File: config.mk
export PLATFORM = sky130hd
export DESIGN_NAME = sbox_scheduler
export DESIGN_NICKNAME = d
export VERILOG_FILES = /design/src/rtl/aes_pkg.sv /design/src/rtl/sbox_scheduler_softbox.sv /design/src/rtl/sbox_scheduler.sv
export SDC_FILE = /design/constraint.sdc
export NUM_CORES = 2
export LEC_CHECK = 0
export BUFFER_PORTS_ARGS = -buffer_cell sky130_fd_sc_hd__buf_2
export CELL_PAD_IN_SITES_DETAIL_PLACEMENT = 1
export CELL_PAD_IN_SITES_GLOBAL_PLACEMENT = 2
export CORE_MARGIN = 3
export CORE_UTILIZATION = 41
export DETAILED_ROUTE_END_ITERATION = 6
export GPL_TIMING_DRIVEN = 1
export PLACE_DENSITY = 0.81
export SLEW_MARGIN = 20
export SYNTH_ARGS = -nofsm -noshare
export SYNTH_HDL_FRONTEND = slang
export SYNTH_HIERARCHICAL = 1
export SYNTH_SLANG_ARGS = --single-unit
File: constraint.sdc
create_clock -name clk -period 23 [get_ports clk]
set_input_delay 4.6 -clock clk [delete_from_list [all_inputs] [get_ports clk]]
set_output_delay 4.6 -clock clk [all_outputs]
set_load 0.01 [all_outputs]
File: src/rtl/aes_pkg.sv
// Shared types and sizes for the AES S-box scheduling engine.
package aes_pkg;

    localparam int AES_STATE_W = 128;
    localparam int AES_WORD_W  = 32;
    localparam int AES_NCOL    = 4;

    typedef enum logic [1:0] {
        S_IDLE,
        S_ST_RUN,
        S_KW_RUN,
        S_ACK
    } sched_state_e;

    typedef enum logic {
        GNT_ST,
        GNT_KW
    } grant_e;

endpackage

File: src/rtl/sbox_scheduler_softbox.sv
// Combinational AES byte S-box: multiplicative inverse in GF(2^8) followed by the affine map.
module sbox_scheduler_softbox (
    input  logic [7:0] din,
    output logic [7:0] dout
);

    function automatic logic [7:0] gf_mul(input logic [7:0] a, input logic [7:0] b);
        logic [7:0] p;
        logic [7:0] aa;
        p  = 8'h00;
        aa = a;
        for (int i = 0; i < 8; i++) begin
            if (b[i]) p = p ^ aa;
            aa = {aa[6:0], 1'b0} ^ (aa[7] ? 8'h1b : 8'h00);
        end
        return p;
    endfunction

    // x^254 is the inverse for x != 0 and maps 0 to 0, as the S-box requires.
    function automatic logic [7:0] gf_inv(input logic [7:0] x);
        logic [7:0] sq;
        logic [7:0] r;
        sq = x;
        r  = 8'h01;
        for (int i = 1; i < 8; i++) begin
            sq = gf_mul(sq, sq);
            r  = gf_mul(r, sq);
        end
        return r;
    endfunction

    function automatic logic [7:0] affine(input logic [7:0] v);
        return v ^ {v[6:0], v[7]} ^ {v[5:0], v[7:6]} ^ {v[4:0], v[7:5]}
                 ^ {v[3:0], v[7:4]} ^ 8'h63;
    endfunction

    always_comb begin
        dout = affine(gf_inv(din));
    end

endmodule

File: src/rtl/sbox_scheduler.sv
// Round-robin scheduler sharing S-box lanes between state SubBytes and key SubWord.
// Build option SBOX_SCHED_PARALLEL_EN: 16 lanes, whole state substituted in one cycle.
module sbox_scheduler
    import aes_pkg::*;
(
    input  logic                   clk,
    input  logic                   rst_n,
    input  logic                   st_req,
    input  logic [AES_STATE_W-1:0] st_data,
    output logic                   st_ack,
    output logic [AES_STATE_W-1:0] st_result,
    input  logic                   kw_req,
    input  logic [AES_WORD_W-1:0]  kw_data,
    output logic                   kw_ack,
    output logic [AES_WORD_W-1:0]  kw_result,
    output logic                   busy
);

`ifdef SBOX_SCHED_PARALLEL_EN
    localparam int NLANE = 4 * AES_NCOL;
`else
    localparam int NLANE = AES_NCOL;
`endif

    sched_state_e           state_q, state_d;
    grant_e                 last_grant_q, last_grant_d;
    logic [AES_STATE_W-1:0] st_lat_q, st_lat_d;
    logic [AES_STATE_W-1:0] st_result_q, st_result_d;
    logic [AES_WORD_W-1:0]  kw_lat_q, kw_lat_d;
    logic [AES_WORD_W-1:0]  kw_result_q, kw_result_d;
    logic                   st_ack_q, st_ack_d;
    logic                   kw_ack_q, kw_ack_d;
`ifndef SBOX_SCHED_PARALLEL_EN
    logic [1:0]             col_q, col_d;
    logic [AES_STATE_W-1:0] buf_q, buf_d;
`else
    logic [AES_STATE_W-1:0] lane_state;
`endif

    logic [7:0]             lane_in  [NLANE];
    logic [7:0]             lane_out [NLANE];
    logic [AES_WORD_W-1:0]  lane_word;

    for (genvar i = 0; i < NLANE; i++) begin : g_lane
        sbox_scheduler_softbox u_sbox (
            .din  (lane_in[i]),
            .dout (lane_out[i])
        );
    end

    always_comb begin
        for (int i = 0; i < AES_NCOL; i++) begin
            lane_word[AES_WORD_W-1-8*i -: 8] = lane_out[i];
        end
    end

`ifdef SBOX_SCHED_PARALLEL_EN
    always_comb begin
        for (int i = 0; i < NLANE; i++) begin
            lane_state[AES_STATE_W-1-8*i -: 8] = lane_out[i];
        end
    end
`endif

    // Lanes 0..3 carry the key word during KW_RUN, otherwise the selected state column(s).
    always_comb begin
        for (int i = 0; i < NLANE; i++) begin
            lane_in[i] = 8'h00;
        end
        if (state_q == S_KW_RUN) begin
            for (int i = 0; i < AES_NCOL; i++) begin
                lane_in[i] = kw_lat_q[AES_WORD_W-1-8*i -: 8];
            end
        end else begin
`ifdef SBOX_SCHED_PARALLEL_EN
            for (int i = 0; i < NLANE; i++) begin
                lane_in[i] = st_lat_q[AES_STATE_W-1-8*i -: 8];
            end
`else
            for (int c = 0; c < AES_NCOL; c++) begin
                if (col_q == 2'(c)) begin
                    for (int i = 0; i < AES_NCOL; i++) begin
                        lane_in[i] = st_lat_q[AES_STATE_W-1-32*c-8*i -: 8];
                    end
                end
            end
`endif
        end
    end

    always_comb begin
        state_d      = state_q;
        last_grant_d = last_grant_q;
        st_lat_d     = st_lat_q;
        kw_lat_d     = kw_lat_q;
        st_result_d  = st_result_q;
        kw_result_d  = kw_result_q;
        st_ack_d     = 1'b0;
        kw_ack_d     = 1'b0;
`ifndef SBOX_SCHED_PARALLEL_EN
        col_d        = col_q;
        buf_d        = buf_q;
`endif
        case (state_q)
            S_IDLE: begin
                // Under contention the requester that did not win last time goes first.
                if (st_req && (!kw_req || last_grant_q == GNT_KW)) begin
                    state_d      = S_ST_RUN;
                    last_grant_d = GNT_ST;
                    st_lat_d     = st_data;
`ifndef SBOX_SCHED_PARALLEL_EN
                    col_d        = 2'd0;
`endif
                end else if (kw_req) begin
                    state_d      = S_KW_RUN;
                    last_grant_d = GNT_KW;
                    kw_lat_d     = kw_data;
                end
            end
            S_ST_RUN: begin
`ifdef SBOX_SCHED_PARALLEL_EN
                st_result_d = lane_state;
                st_ack_d    = 1'b1;
                state_d     = S_ACK;
`else
                for (int c = 0; c < AES_NCOL; c++) begin
                    if (col_q == 2'(c)) begin
                        buf_d[AES_STATE_W-1-32*c -: 32] = lane_word;
                    end
                end
                col_d = col_q + 2'd1;
                if (col_q == 2'd3) begin
                    st_result_d = buf_d;
                    st_ack_d    = 1'b1;
                    state_d     = S_ACK;
                end
`endif
            end
            S_KW_RUN: begin
                kw_result_d = lane_word;
                kw_ack_d    = 1'b1;
                state_d     = S_ACK;
            end
            S_ACK: begin
                state_d = S_IDLE;
            end
            default: begin
                state_d = S_IDLE;
            end
        endcase
    end

    always_ff @(posedge clk or negedge rst_n) begin
        if (!rst_n) begin
            state_q      <= S_IDLE;
            last_grant_q <= GNT_KW;
            st_lat_q     <= '0;
            kw_lat_q     <= '0;
            st_result_q  <= '0;
            kw_result_q  <= '0;
            st_ack_q     <= 1'b0;
            kw_ack_q     <= 1'b0;
`ifndef SBOX_SCHED_PARALLEL_EN
            col_q        <= 2'd0;
            buf_q        <= '0;
`endif
        end else begin
            state_q      <= state_d;
            last_grant_q <= last_grant_d;
            st_lat_q     <= st_lat_d;
            kw_lat_q     <= kw_lat_d;
            st_result_q  <= st_result_d;
            kw_result_q  <= kw_result_d;
            st_ack_q     <= st_ack_d;
            kw_ack_q     <= kw_ack_d;
`ifndef SBOX_SCHED_PARALLEL_EN
            col_q        <= col_d;
            buf_q        <= buf_d;
`endif
        end
    end

    assign st_ack    = st_ack_q;
    assign kw_ack    = kw_ack_q;
    assign st_result = st_result_q;
    assign kw_result = kw_result_q;
    assign busy      = (state_q != S_IDLE);

endmodule

# Word-level counts from Yosys, hierarchy flattened
# Index checks and enable logic that the tools add are counted.
[word_totals] reg_bits=455 out_inout_bits=163 elab_cells=1643
[op_classes] n_addsub=1 eq_ne=9 n_mux=832 bitwise_logic=777 n_reduce_logical=14
[op_table] op="XOR 8 bit" count=744
[op_table] op="two-way mux 8 bit" count=420
[op_table] op="two-way mux 5 bit" count=368
[op_table] op="two-way mux 32 bit" count=9
[op_table] op="two-way mux 7 bit" count=4
[op_table] op="NOT 1 bit (first input constant)" count=28
[op_table] op="two-way mux 6 bit" count=4
[op_table] op="two-way mux 2 bit" count=8
[op_table] op="two-way mux 4 bit" count=4
[op_table] op="NOT 4 bit" count=4
[op_table] op="two-way mux 3 bit" count=4
[op_table] op="AND reduction 2 bit" count=5
[op_table] op="two-way mux 1 bit" count=9
[op_table] op="== test 2 bit (second input constant)" count=4
[op_table] op="case mux 2 bit (4 select lines)" count=1
[op_table] op="nonzero test 2 bit" count=3
[op_table] op="== test 2 x 1 -> 1 bit (second input constant)" count=2
[op_table] op="zero test 2 bit" count=2
[op_table] op="inequality test 2 bit (second input constant)" count=2
[op_table] op="case mux 2 bit (2 select lines)" count=1
[op_table] op="inequality test 3 bit (second input constant)" count=1
[op_table] op="AND reduction 3 bit" count=1
[op_table] op="adder 2 x 1 -> 2 bit (second input constant)" count=1
[op_table] op="logical AND 1 bit" count=1
[op_table] op="3 further kinds" count=3

# Logic depth before layout (Yosys ltp)
[logic_depth] depth_word=139 depth_mapped=69

# Hierarchy
# The synthesis kept the hierarchy.
[modules_own_cells] mod="sbox_scheduler_softbox" n_inst=4 cells_per_inst=1942 area_per_inst_um2=15220.8
[modules_own_cells] mod="sbox_scheduler" n_inst=1 cells_per_inst=1392 area_per_inst_um2=18245.0

# Least setup slack after synthesis
# Ideal clock, no wire load.
[synth_path] path_kind="reg2reg" from="register col_q[0]" to="register st_result_q[104] (netlist: st_result[104])" setup_ps=83 arrival_time_ps=16007 required_ps=22917 path_slack_ps=6911 stages_incl_launch_ff=66 n_path_buf=10 period_less_slack_ps=16089 cell_sequence="dfrtp_1 inv_1 ha_1 buf_2 buf_2 buf_2 nand2_1 a31oi_1 buf_2 buf_2 nand2_1 xor2_1 inv_2 buf_1 clkbuf_1 ha_1 buf_1 nand2_1 [30 not listed] mux2_2 a32oi_1 nand3_1 a311o_1 o211a_1 a21oi_1 xnor2_4 inv_2 xnor2_2 xor2_2 nor2_1 xnor3_1 xnor2_1 xnor3_1 xnor3_1 xnor2_1 mux2i_1 o21ai_0"
[synth_rtl] item="from (decl)" line="sbox_scheduler.sv:34" text="logic [1:0] col_q, col_d;"
[synth_rtl] item="from (signal assigned)" line="sbox_scheduler.sv:177" text="col_q <= col_d;"
[synth_rtl] item="to (signal assigned)" line="sbox_scheduler.sv:172" text="st_result_q <= st_result_d;"
[synth_rtl] item="to (decl)" line="sbox_scheduler.sv:28" text="logic [AES_STATE_W-1:0] st_result_q, st_result_d;"

==> results.yml <==
drt:
  dr_total_vias: 68670
  ant_nets: 0
  drt_iter0_drc: 4894
  drt_first_pass_iters: 5
  wl_per_cell_um: 23.31
  drt-total-wl_um: 274200
  viasPerCell: 5.838
  drc: 0
timing:
  relSlewSlack_pct: 22.74
  hold_ws_ps: 476.7
  min_period_ps: 21460
  rsz0062_at_grt: "false"
  finalHoldViolCount: 0
  setup_tns_ps: 0
  fmax_mhz: 46.60
  worstMarginPinSlew_ps: 1151
  fin_skew_ps: 34.52
  slew_violations: 0
  setup_viol: 0
  fin_crit_sh_pct: 93.31
placement:
  dp_hpwl_um: 200700
  gp_congestion: 0.8918
  portBuffers: 326
worst_setup_path:
  crit_slowest_cell: "xnor3_1"
  crit_type: "reg -> reg"
  cp-startpoint: "state_q[0]$_DFFE_PN0P_"
  path_buf_inv: 3
  crit_arrival_ps: 22010
  worstPathMaxFanout: 32
  endpoint_kind: "register"
  crit_top_cell: "xnor3_1"
  cp-endpoint: "st_result[121]$_DFFE_PN0P_"
  critPathTopFamily: "XOR/XNOR gates"
  r2r_slack_ps: 1540
  critPathMaxStageDelay_ps: 870
  worstRegToRegCells: 54
  start_kind: "register"
  worstPathRequired_ps: 23550
  reg2reg_from: "state_q[0]$_DFFE_PN0P_"
  r2r_end: "st_result[121]$_DFFE_PN0P_"
  cp.depth: 54
clock_tree:
  cts_buffers: 51
  ctsHtreeMaxLevel: 2
  cts.path.max_buffers: 3
  cts_setup_buffers: 0
  cts-hold-fix-buffers: 0
  clkLatencyLatePin_ps: 650
  cts.sinks: 423
  post_cts_resized: 0
  cts_root_buffer: "clkbuf_16"
  cts_tree: "yes"
  clkTransAtPathRegs_ps: 60
global_route:
  grt_overflow: 0
  first_global_vias: 71110
  antenna_found_initial: 13
  grt_max_degree: 123
  grt_pass1_wl_um: 428600
  grt_usage_pct: 26.80
worst_hold_path:
  min_path_type: "reg -> reg"
floorplanning:
  io_pins: 327
  rows: 160
  die_area_um2: 198300
  die_x_um: 445.3
  start_util_pct: 41.43
  chipHeight_um: 445.3
  core-area_um2: 191000
final_layout:
  finish.utilization_pct: 44.68
  most-common-layout-cells: "xnor2_1 (1,329), nor2_1 (1,072), nand2_1 (1,024)"
  seqCellArea_um2: 10590
  area_delta_synth_final_pct: 7.837
  drive_above_1_share_pct: 18.01
  mostFrequentLayoutCell: "xnor2_1"
  nNetsFinal: 9391
  fillers: 22490
  multiInputGateArea_um2: 65690
logic_synthesis:
  netlist_area_um2: 79130
  yosysUniqueCellTypes: 122
  async_flop_share_pct: 100.0
  ys_ff_latch: 423
  synth_nets: 9359
  ys_top_cells_by_area: "xnor2_1 (15%), dfrtp_1 (13%), xnor3_1 (10%)"
  synth_ff_type: "dfrtp_1"
  synth_top_area_share_pct: 15.41
  synth-edff-count: 0
  avgSynthCellArea_um2: 8.638
  yosysWarnings: 6
  synthCells: 9160
  yosysTopAreaCell: "xnor2_1"
  ys_seq_area_share_pct: 13.38
flow_run:
  max_cap_viol_count: 0
status:
  status: "complete, no violations"
-- routing by layer --
layer	wire, µm	part of all wire (%)	track usage, %
met1	121400	44	35.35
met2	133500	49	46.10
met5	12	0.0044	0
met3	8793	3.2	1.760
met4	10410	3.8	9.786
-- area by class of cell --
| type | count | area share (%) |
|---|---|---|
| clock inverters | 23 | 0.3226 |
| repair buffers | 609 | 4.452 |
| well taps | 2511 | 3.682 |
| flip-flops and latches | 423 | 12.41 |
| clock buffers | 68 | 1.677 |
| diodes | 22 | 0.06452 |
| multi-input cells | 8014 | 76.99 |
| inverters | 93 | 0.4091 |
-- logic make-up (layout without fill, tap and decap cells) --
group | Yosys count | after routing | share of synthesized area (%)
AO/OA/AOI/OAI | 1676 | 1676 | 14.43
XOR/XNOR | 2492 | 2492 | 39.31
adder cells (fa/ha/maj) | 39 | 39 | 0.6040
buffers and inverters | 723 | 793 | 4.600
flip-flops | 423 | 423 | 13.38
multiplexers | 678 | 678 | 9.707
other | 0 | 22 | 0
AND/OR/NAND/NOR | 3129 | 3129 | 17.98
-- worst min path at each step --
stage / start / end / cells past startpoint
floorplan: st_lat_q[30]$_DFFE_PN0P_ / st_lat_q[30]$_DFFE_PN0P_ / 1
global placement: st_result[15]$_DFFE_PN0P_ / st_result[15]$_DFFE_PN0P_ / 2
detailed placement: st_result[10]$_DFFE_PN0P_ / st_result[10]$_DFFE_PN0P_ / 2
CTS: st_result[19]$_DFFE_PN0P_ / st_result[19]$_DFFE_PN0P_ / 2
global route: st_result[10]$_DFFE_PN0P_ / st_result[10]$_DFFE_PN0P_ / 2
finish: st_result[27]$_DFFE_PN0P_ / st_result[27]$_DFFE_PN0P_ / 2
-- metrics by stage --
| step | setup slack (ps) | cells | cell area, µm² |
|---|---|---|---|
| after CTS | 1352 | 11740 | 85160 |
| after global placement | 1811 | 11650 | 83440 |
| after detailed placement | 1488 | 11650 | 83450 |
| after global routing | 223.0 | 11760 | 85320 |
| after floorplan | 6911 | 9160 | 79130 |
| final | 1539 | 11760 | 85330 |
-- tightest hold or removal path, cell delays in order (launching register included) --
cell and delay [ps]:
dfrtp_1 340, nand2_1 50, nand2_1 60
-- Yosys cell counts (43+ instances only) --
master,instances
xnor2_1,1392
nor2_1,1080
nand2_1,1028
dfrtp_1,422
xnor3_1,356
xor2_1,356
a21oi_1,337
mux2i_1,329
o21ai_0,314
clkbuf_1,294
mux2_2,239
nor3_1,208
nand3_1,184
xnor2_2,176
buf_2,166
o22ai_1,140
mux2_4,98
nand2b_1,98
a31oi_1,96
o21ai_1,80
nor2b_1,76
a22oi_1,68
a211oi_1,60
buf_4,59
buf_1,57
inv_1,57
nand4_1,56
and2_1,52
nand3b_1,52
xor3_1,52
nor4_1,48
o31ai_1,48
xor2_2,48
o211ai_1,44
or3_1,44
xnor2_4,44
xnor3_2,44
buf_6,43
-- flip-flops by register name, indices dropped and copies added (netlist names) --
name and count:
buf_q 96, col_q 2, kw_ack 1, kw_lat_q 32
kw_result 32, last_grant_q 1, st_ack 1, st_lat_q 128
st_result 128, state_q 2
Power is not shown: default switching activity piles up to over one toggle a cycle in this logic, so the estimate is an artifact.
